==> config.mk <==
export PLATFORM = sky130hd
export DESIGN_NAME = pdm_stereo_deserializer
export DESIGN_NICKNAME = d
export VERILOG_FILES = /design/src/rtl/pdm_stereo_deserializer.sv
export SDC_FILE = /design/constraint.sdc
export NUM_CORES = 1
export LEC_CHECK = 0
export ABC_AREA = 1
export BUFFER_PORTS_ARGS = -buffer_cell sky130_fd_sc_hd__buf_2
export CAP_MARGIN = 20
export CORE_UTILIZATION = 30
export CTS_BUF_LIST = sky130_fd_sc_hd__clkbuf_8
export DETAILED_ROUTE_END_ITERATION = 10
export RECOVER_POWER = 100
export SKIP_LAST_GASP = 1
export SYNTH_ARGS = -nofsm -noshare
export SYNTH_HDL_FRONTEND = slang
export SYNTH_SLANG_ARGS = --single-unit
==> constraint.sdc <==
create_clock -name clock_i -period 2.6 [get_ports clock_i]
set_clock_uncertainty 0.15 [all_clocks]
set_input_delay 0.26 -clock clock_i [delete_from_list [all_inputs] [get_ports clock_i]]
set_output_delay 0.26 -clock clock_i [all_outputs]
set_load 0.01 [all_outputs]
==> src/rtl/pdm_stereo_deserializer.sv <==
// PDM mic front end: clock-enable bit clock, mono/stereo MSB-first word assembly, show-ahead valid/ready FIFO (word visible 1 cycle after its tick).
// A full FIFO drops new words and sets sticky overrun_o; define PDM_DECIMATE_EN to push popcounts instead of raw bit words.
module pdm_stereo_deserializer #(
  parameter int WORD_LENGTH        = 16,
  parameter int SYSTEM_FREQUENCY   = 100000000,
  parameter int SAMPLING_FREQUENCY = 1000000,
  parameter int NUM_CHANNELS       = 1,
  parameter int FIFO_DEPTH         = 4
) (
  input  logic                   clock_i,
  input  logic                   reset_n_i,
  input  logic                   enable_i,
  output logic                   pdm_clk_o,
  input  logic                   pdm_data_i,
  output logic                   pdm_lrsel_o,
  output logic [WORD_LENGTH-1:0] data_o,
  output logic                   channel_o,
  output logic                   valid_o,
  input  logic                   ready_i,
  output logic                   overrun_o
);

  localparam int CLK_DIV  = SYSTEM_FREQUENCY / SAMPLING_FREQUENCY;
  localparam int HALF_DIV = CLK_DIV / 2;
  localparam int DW       = $clog2(HALF_DIV);
  localparam int BW       = $clog2(WORD_LENGTH);
  localparam int AW       = $clog2(FIFO_DEPTH);
  localparam bit STEREO   = (NUM_CHANNELS == 2);

  localparam logic [DW-1:0] DIV_LAST = DW'(HALF_DIV - 1);
  localparam logic [DW-1:0] DIV_ONE  = DW'(1);
  localparam logic [BW-1:0] BIT_LAST = BW'(WORD_LENGTH - 1);
  localparam logic [BW-1:0] BIT_ONE  = BW'(1);
  localparam logic [AW:0]   PTR_ONE  = {{AW{1'b0}}, 1'b1};
  localparam logic [AW:0]   PTR_WRAP = {1'b1, {AW{1'b0}}};

  logic [DW-1:0]          div_cnt;
  logic                   pdm_clk;
  logic                   div_term, rise_tick, fall_tick;
  logic                   sync1, sync2;
  logic [WORD_LENGTH-2:0] sr0, sr1;
  logic [BW-1:0]          cnt0, cnt1;
  logic [WORD_LENGTH-1:0] word0, word1;
  logic                   done0, done1;
  logic                   push, push_ch, pop, full, wr_en;
  logic [WORD_LENGTH-1:0] push_dat;
  logic [AW:0]            wr_ptr, rd_ptr;
  logic [WORD_LENGTH-1:0] mem_dat [FIFO_DEPTH];
  logic                   mem_ch  [FIFO_DEPTH];

  function automatic logic [WORD_LENGTH-1:0] shape(input logic [WORD_LENGTH-1:0] w);
`ifdef PDM_DECIMATE_EN
    logic [WORD_LENGTH-1:0] n;
    n = '0;
    for (int i = 0; i < WORD_LENGTH; i++) n = n + WORD_LENGTH'(w[i]);
    return n;
`else
    return w;
`endif
  endfunction

  assign pdm_lrsel_o = STEREO;
  assign pdm_clk_o   = pdm_clk;
  assign div_term    = (div_cnt == DIV_LAST);
  assign rise_tick   = enable_i && div_term && !pdm_clk;
  assign fall_tick   = enable_i && div_term && pdm_clk && STEREO;

  always_ff @(posedge clock_i or negedge reset_n_i) begin
    if (!reset_n_i) begin
      div_cnt <= '0;
      pdm_clk <= 1'b0;
    end else if (!enable_i) begin
      div_cnt <= '0;
      pdm_clk <= 1'b0;
    end else if (div_term) begin
      div_cnt <= '0;
      pdm_clk <= ~pdm_clk;
    end else begin
      div_cnt <= div_cnt + DIV_ONE;
    end
  end

  // The data line is asynchronous to clock_i; only sync2 is ever sampled.
  always_ff @(posedge clock_i or negedge reset_n_i) begin
    if (!reset_n_i) begin
      sync1 <= 1'b0;
      sync2 <= 1'b0;
    end else begin
      sync1 <= pdm_data_i;
      sync2 <= sync1;
    end
  end

  assign word0 = {sr0, sync2};
  assign word1 = {sr1, sync2};
  assign done0 = rise_tick && (cnt0 == BIT_LAST);
  assign done1 = fall_tick && (cnt1 == BIT_LAST);

  always_ff @(posedge clock_i or negedge reset_n_i) begin
    if (!reset_n_i) begin
      sr0  <= '0;
      sr1  <= '0;
      cnt0 <= '0;
      cnt1 <= '0;
    end else if (!enable_i) begin
      sr0  <= '0;
      sr1  <= '0;
      cnt0 <= '0;
      cnt1 <= '0;
    end else begin
      if (rise_tick) begin
        sr0  <= word0[WORD_LENGTH-2:0];
        cnt0 <= done0 ? '0 : cnt0 + BIT_ONE;
      end
      if (fall_tick) begin
        sr1  <= word1[WORD_LENGTH-2:0];
        cnt1 <= done1 ? '0 : cnt1 + BIT_ONE;
      end
    end
  end

  // Rise and fall ticks never coincide, so at most one channel pushes per cycle.
  assign push     = done0 || done1;
  assign push_ch  = done1;
  assign push_dat = shape(done1 ? word1 : word0);
  assign full     = ((wr_ptr ^ rd_ptr) == PTR_WRAP);
  assign valid_o  = (wr_ptr != rd_ptr);
  assign pop      = valid_o && ready_i;
  assign wr_en    = push && (!full || pop);

  always_ff @(posedge clock_i) begin
    if (wr_en) begin
      mem_dat[wr_ptr[AW-1:0]] <= push_dat;
      mem_ch[wr_ptr[AW-1:0]]  <= push_ch;
    end
  end

  always_ff @(posedge clock_i or negedge reset_n_i) begin
    if (!reset_n_i) begin
      wr_ptr    <= '0;
      rd_ptr    <= '0;
      overrun_o <= 1'b0;
    end else if (!enable_i) begin
      wr_ptr    <= '0;
      rd_ptr    <= '0;
      overrun_o <= 1'b0;
    end else begin
      if (wr_en) wr_ptr <= wr_ptr + PTR_ONE;
      if (pop)   rd_ptr <= rd_ptr + PTR_ONE;
      if (push && full && !pop) overrun_o <= 1'b1;
    end
  end

  assign data_o    = valid_o ? mem_dat[rd_ptr[AW-1:0]] : '0;
  assign channel_o = valid_o ? mem_ch[rd_ptr[AW-1:0]] : 1'b0;

endmodule

==> metrics.txt, run 1 <==
hold crit path type primary input to register; Power Dens Cells between 500 and 600 nW/um^2; CP startpoint cnt0[0]$_DFFE_PN0P_; # port buffers 23; highest clock rate around 420 MHz; flop-to-flop setup slack 0.22 ns; Final #Nets 436; CTS tree yes; die area 14500 sq um; gr ovfl total 0; Max Root-Sink Buffers 2; core area approximately 13000 sq um; DRC Markers 0; switching pwr 0.606 mW; final hold viol count 0; vias 2811; Initial Utilization 31.2%; Flop pwr share 62.5%; area of the multi-input gates 1090 sq um; first-pass GRT wire length 14000 microns; Fin Setup TNS 0 ns; Clock Power Share 35.8%; origin of the critical flop-to-flop path cnt0[0]$_DFFE_PN0P_; Netlist Area Pre-Place 4200 sq um; Via density between 4 and 5; slowest CP cell clkbuf_2; Setup CP Type register to register; H-tree depth 3; row count 42; Crit. End Element register; Seq cells post-synth 99; crit path cell chain ha_1, nand2_1, nor2_1, inv_1, nor2_1, nand2_1, nor2_1, clkbuf_2; Max IR drop VDD between 200 and 250 uV; Pleak 1.96 nW; Pre-Repair DR Iteration Count 4; initial antenna violation count 0; period utilization 91.7%; largest net degree at the start of global routing 36; root buffer cell clkbuf_8; Fillers 1386; Die Height about 120 microns; Worst setup SP type register; status finished, final reports clean; final wirelength 8380 microns; GRT Total Usage 12.7%; worst-skew pair later-pin latency roughly 0.38 ns; HPWL Detailed ~5400 microns; cell mode on critical path nor2_1; post-synthesis area per instance 10.8 sq um; # Max-Cap Violations 0; DRT iter0 DRCs 144; Worst-Margin Slew 0.900 ns; Finish-stage setup viols 0; Logic pwr share 1.7%; number of global-route vias before repair 2753; fin. max-slew vios 0; Crit Path Max Fanout 16; WP data arrival roughly 2.3 ns; layout cell share with drive strength beyond 1 8.88%; I/O pins 26; Routed WL per cell around 14 microns; die width 120 microns; Slew HR 40.0%; Area growth syn-to-layout 12.2%; Mapped Cells 390; sequential share of the synthesized area 66.6%; crit-path leading delay family simple AND/OR/NAND/NOR gates; TritonCTS Buffers 9; post-synth cell types 24; Ant. Diodes 0; Reg area 2800 sq um; P_int 2.07 mW; critical path's largest stage delay 0.45 ns; Synth Warn # 0; Worst Path Required 2.46 ns; clk sink count 99; Final min period ~2.4 ns; Clock Pin Slew Worst Setup and Hold Paths 0.10 ns; Detail Route Antenna Nets 0; Worst Path Buf+Inv 2; placer congestion estimate about 0.75; switch share 22.6%; min-delay src ready_i; hold_ws about 0.036 ns; RSZ-0062 raised after global routing false; postcts setup bufs 0
path summary, 6_finish.rpt:
check / to / cells past startpoint
setup / recovery: mem_dat[3][2]$_DFFE_PP_ / 8
hold / removal: rd_ptr[0]$_DFFE_PN0P_ / 3
setup reg to reg: mem_dat[3][2]$_DFFE_PP_ / 8
hold reg to reg: sync2$_DFF_PN0_ / 0
max in group asynchronous: sr0[1]$_DFFE_PN0P_ / 2
min in group asynchronous: rd_ptr[2]$_DFFE_PN0P_ / 2
power groups by stage:
| stage | clock network (mW) | logic (mW) | registers [mW] |
|---|---|---|---|
| 2_1_floorplan | 0 | 0.0248 | 1.71 |
| 3_3_place_gp | 0 | 0.0433 | 1.71 |
| 3_5_place_dp | 0 | 0.0444 | 1.71 |
| 4_1_cts | 0.987 | 0.0466 | 1.67 |
| 5_1_grt | 1.04 | 0.0543 | 1.68 |
| 6_report | 0.960 | 0.0452 | 1.67 |
routing by layer:
metal / up-vias / share of wire [%] / global-route usage, %
met5: - / 0 / 0
li1: 1380 / - / -
met1: 1368 / 48 / 16.6
met3: 13 / 3.6 / 3.21
met4: 0 / 1.5 / 4.63
met2: 50 / 47 / 20.2
worst register-to-register path, delay by kind of cell, from the launching register on:
kind	cells	cell delay, ns
adders and majority gates	1	0.18
buffers and inverters	2	0.52
DFF	1	0.40
and+or+nand+nor	5	0.75
cell usage in the layout (no fill, tap or decap), types with 2 or more instances in the layout:
cell type	count
edfxtp_1	64
nand2_1	56
inv_1	53
nor2_1	53
o21ai_0	39
dfrtp_1	35
o22ai_1	30
clkbuf_1	19
nand3_1	16
clkbuf_8	10
ha_1	8
clkbuf_2	7
buf_2	5
buf_4	5
nand4_1	4
xor2_1	3
nor3_1	2
a21oi_1	2
conb_1	2
inv_8	2
clkinv_4	2
dlygate4sd3_1	2
kinds of logic (layout without fill, tap and decap cells):
family	count (synthesis)	after routing	synth area share, %
compound gates	71	71	9.35
xor+xnor	3	3	0.625
fa+ha+maj	8	8	2.38
buf+inv	72	109	7.32
flops	99	99	66.6
other cells	1	2	0.0892
simple gates	136	136	13.7
metrics by stage:
step / util, % / std cells / total power [mW] / instance area (sq um) / worst slack (ns)
final: 35.1 / 604 / 2.68 / 4720 / 0.217
after global routing: 35.1 / 604 / 2.77 / 4720 / 0.0438
after CTS: 35.4 / 604 / 2.71 / 4770 / 0.144
after detailed placement: 33.9 / 586 / 1.75 / 4550 / 0.553
after global placement: 33.9 / 586 / 1.75 / 4550 / 0.555
after floorplan: - / 391 / 1.73 / 4210 / 0.226
repair_timing:
item	in CTS	in global routing
endpoints found under the hold margin	36	0
resized for setup	0	1
setup endpoints to repair	0	11
hold buffers	2	0
sequential cells by signal (all words and copies together), names as in the netlist:
name and count:
wr_ptr 3, mem_dat 64, div_cnt 6, sr0 15, cnt0 4, sync1 1
sync2 1, pdm_clk_o 1, rd_ptr 3, overrun_o 1
Yosys cell counts:
cell type / n / share of area [%]
a21oi_1: 2 / 0.24
buf_2: 3 / 0.36
buf_4: 5 / 0.89
buf_6: 2 / 0.54
clkbuf_1: 8 / 0.71
conb_1: 1 / 0.089
dfrtp_1: 35 / 21
edfxtp_1: 64 / 46
ha_1: 8 / 2.4
inv_1: 52 / 4.6
inv_2: 2 / 0.18
nand2_1: 56 / 5.0
nand2_2: 1 / 0.15
nand3_1: 16 / 1.9
nand3_2: 1 / 0.24
nand3b_1: 1 / 0.18
nand4_1: 4 / 0.60
nor2_1: 52 / 4.6
nor2_4: 2 / 0.54
nor3_1: 2 / 0.24
nor3b_1: 1 / 0.18
o21ai_0: 39 / 4.6
o22ai_1: 30 / 4.5
xor2_1: 3 / 0.63
final cells by class:
type	instances	area share (%)
timing repair buffer	39	4.43
clock buffer	10	2.92
inverter	54	4.30
multi-input combinational	220	23.2
sequential	99	59.3
tap	176	4.67
clock inverter	6	1.19
(Power assumes the default switching activity.)
==> run 2, diff against run 1 <==
--- a/config.mk
+++ b/config.mk
@@ -7,7 +7,7 @@
 export LEC_CHECK = 0
 export ABC_AREA = 1
 export BUFFER_PORTS_ARGS = -buffer_cell sky130_fd_sc_hd__buf_2
-export CAP_MARGIN = 20
+export CAP_MARGIN = 15
 export CORE_UTILIZATION = 30
 export CTS_BUF_LIST = sky130_fd_sc_hd__clkbuf_8
 export DETAILED_ROUTE_END_ITERATION = 10
==> constraint.sdc (replaced) <==
create_clock -name clock_i -period 2.6 [get_ports clock_i]
set_clock_uncertainty 0.15 [all_clocks]
set_input_delay 0.26 -clock clock_i [delete_from_list [all_inputs] [get_ports clock_i]]
set_output_delay 0.26 -clock clock_i [all_outputs]
set_load 0.005 [all_outputs]
==> run 2 against run 1 <==
  * Setup slack improved by 0.10 ns
  * Fmax rose by 4.6%
  * Critical path depth did not move
  * Count of clock-buffer cells in the layout rose by 1
  * Wire length rose by 0.36%
  * Clock power fell by 3.2%
  * Critical endpoint is now mem_dat[1][11]$_DFFE_PP_
  * Sequential cell count did not move
  * First-iteration DRC count rose by 40%
  * Final cell count did not move
  * Via count fell by 1.6%
  * Sequential share of layout area fell by 0.13 points
==> metrics.txt, run 2 (synthesized netlist as in run 1, its figures left out) <==
slowest CP cell dfrtp_1; leading cell type in the layout, fill and taps excluded edfxtp_1; Max IR drop VDD 388 uV (+76%); Routed WL per cell 13.9 microns (+0.36%); period utilization 87.6% (-4.0 points); row count 42 (unchanged); WP data arrival 2.17 ns (-0.08 ns); GRT Total Usage 12.9% (+0.24 points); Fin Setup TNS 0 ns (unchanged); Fillers 1393 (+0.51%); worst setup margin 0.322 ns (+0.105 ns); Setup CP Type register to register; number of flip-flops in the largest register 64 (unchanged); Worst setup SP type register; Final #Nets 436 (unchanged); Max Root-Sink Buffers 2 (unchanged); hold crit path type primary input to register; Area growth syn-to-layout 12.5%; fin util 35.1% (+0.074 points); area of the multi-input gates 1090 sq um (-0.46%); Power Dens Cells 560 nW/um^2 (-1.4%); DRC Markers 0 (unchanged); Pre-Repair DR Iteration Count 4 (unchanged); Crit Path Max Fanout 11 (-5); RSZ-0062 raised after global routing false; Final min period 2.28 ns (-0.105 ns); largest net degree at the start of global routing 36 (unchanged); initial antenna violation count 0 (unchanged); Placement Setup Slack 0.531 ns (-0.0219 ns); cell mode on critical path nor2_1; HPWL Detailed 5470 microns (+1.5%); placer congestion estimate 0.747 (unchanged); number of global-route vias before repair 2807 (+2.0%); crit path cell chain ha_1, nand2_1, nor2_1, inv_1, nor2_1, nand2_1, nor2_1, clkbuf_2; highest clock rate 439 MHz (+4.6%); total power 2.65 mW (-1.2%); Slew HR 39.6% (-0.37 points); Worst Path Required 2.49 ns (+0.03 ns); I/O pins 26 (unchanged); Crit. End Element register; root buffer cell clkbuf_8; clk sink count 99 (unchanged); # port buffers 23 (unchanged); die area 14500 sq um (unchanged); Ant. Diodes 0 (unchanged); # Max-Cap Violations 0 (unchanged); Worst Path Buf+Inv 2 (unchanged); DRT iter0 DRCs 202 (+40%); vias 2766 (-1.6%); hold_ws 0.0617 ns (+0.0254 ns); CTS tree yes; postcts setup bufs 0 (unchanged); first-pass GRT wire length 14300 microns (+1.6%); H-tree depth 3 (unchanged); crit-path leading delay family simple AND/OR/NAND/NOR gates; layout cell share with drive strength beyond 1 11.7% (+2.8 points); status finished, final reports clean; Via density 4.58 (-1.6%); Worst-Margin Slew 0.906 ns (+0.00550 ns); final hold viol count 0 (unchanged); Clock Pin Slew Worst Setup and Hold Paths 0.09 ns (about the same); Die Height 120 microns (unchanged); final wirelength 8410 microns (+0.36%); worst-skew pair later-pin latency 0.37 ns (about the same); Detail Route Antenna Nets 0 (unchanged); most frequent cells in the layout edfxtp_1 (64), nand2_1 (56), inv_1 (53), nor2_1 (53), o21ai_0 (39); TritonCTS Buffers 9 (unchanged); Pleak 2.01 nW (+2.7%); critical path's largest stage delay 0.40 ns (-0.05 ns); Initial Utilization 31.2% (unchanged); core area 13500 sq um (unchanged); Reg area 2800 sq um (unchanged); gr ovfl total 0 (unchanged); die width 120 microns (unchanged); fin. max-slew vios 0 (unchanged); Finish-stage setup viols 0 (unchanged)
## run 2: cell types whose count changed in the layout (fill, tap and decap cells not counted), moves of 2 or more
| cell | delta |
|---|---|
| clkinv_4 | -2 |
| inv_8 | -2 |
| clkbuf_1 | -14 |
| buf_2 | +12 |
## run 2: worst reg2reg max path, stage by stage (launching register included)
cell	delay (ns)
dfrtp_1	0.40
ha_1	0.18
nand2_1	0.08
nor2_1	0.21
inv_1	0.07
nor2_1	0.16
nand2_1	0.19
nor2_1	0.17
clkbuf_2	0.34
## run 2: path summary, 6_finish.rpt
path / from / to / slack, ns / cells after the start
worst max-delay path: cnt0[0]$_DFFE_PN0P_ / mem_dat[1][11]$_DFFE_PP_ / 0.32 / 8
worst min-delay path: ready_i / rd_ptr[0]$_DFFE_PN0P_ / 0.06 / 3
worst max register to register: cnt0[0]$_DFFE_PN0P_ / mem_dat[1][11]$_DFFE_PP_ / 0.32 / 8
worst min register to register: sync1$_DFF_PN0_ / sync2$_DFF_PN0_ / 0.22 / 0
max in group asynchronous: reset_n_i / sr0[3]$_DFFE_PN0P_ / 1.33 / 2
min in group asynchronous: reset_n_i / wr_ptr[1]$_DFFE_PN0P_ / 0.40 / 2
## run 2: through the flow
step                      std cells  instance area [sq um]
after global placement          586                   4550
final                           604                   4730
after floorplan                 391                   4210
after detailed placement        586                   4550
after CTS                       604                   4760
after global routing            604                   4730
## run 2: power breakdown
| part | switching [mW] | internal, mW | leakage, nW | total (mW) |
|---|---|---|---|---|
| clock network | 0.525 | 0.404 | 0.0938 | 0.929 |
| logic | 0.0317 | 0.0128 | 0.836 | 0.0445 |
| registers | 0.00780 | 1.67 | 1.08 | 1.67 |
| total | 0.564 | 2.08 | 2.01 | 2.65 |
## run 2: cell type report
type,instances,share of cell area [%]
inverters,54,4.29
repair buffers,39,4.87
clock inverters,5,0.768
well taps,176,4.66
flip-flops and latches,99,59.2
multi-input cells,220,23.0
clock buffers,11,3.20
## run 2: metal layers
| layer | track usage (%) | wire length (microns) |
|---|---|---|
| met5 | 0 | 0 |
| met4 | 4.86 | 125 |
| met3 | 3.02 | 307 |
| met2 | 21.2 | 3970 |
| met1 | 16.5 | 4000 |
## run 2: repair_timing
action,4_1_cts,5_1_grt
setup endpoints to repair,0,4
resized for setup,0,1
endpoints found under the hold margin,36,0
hold buffers,2,0
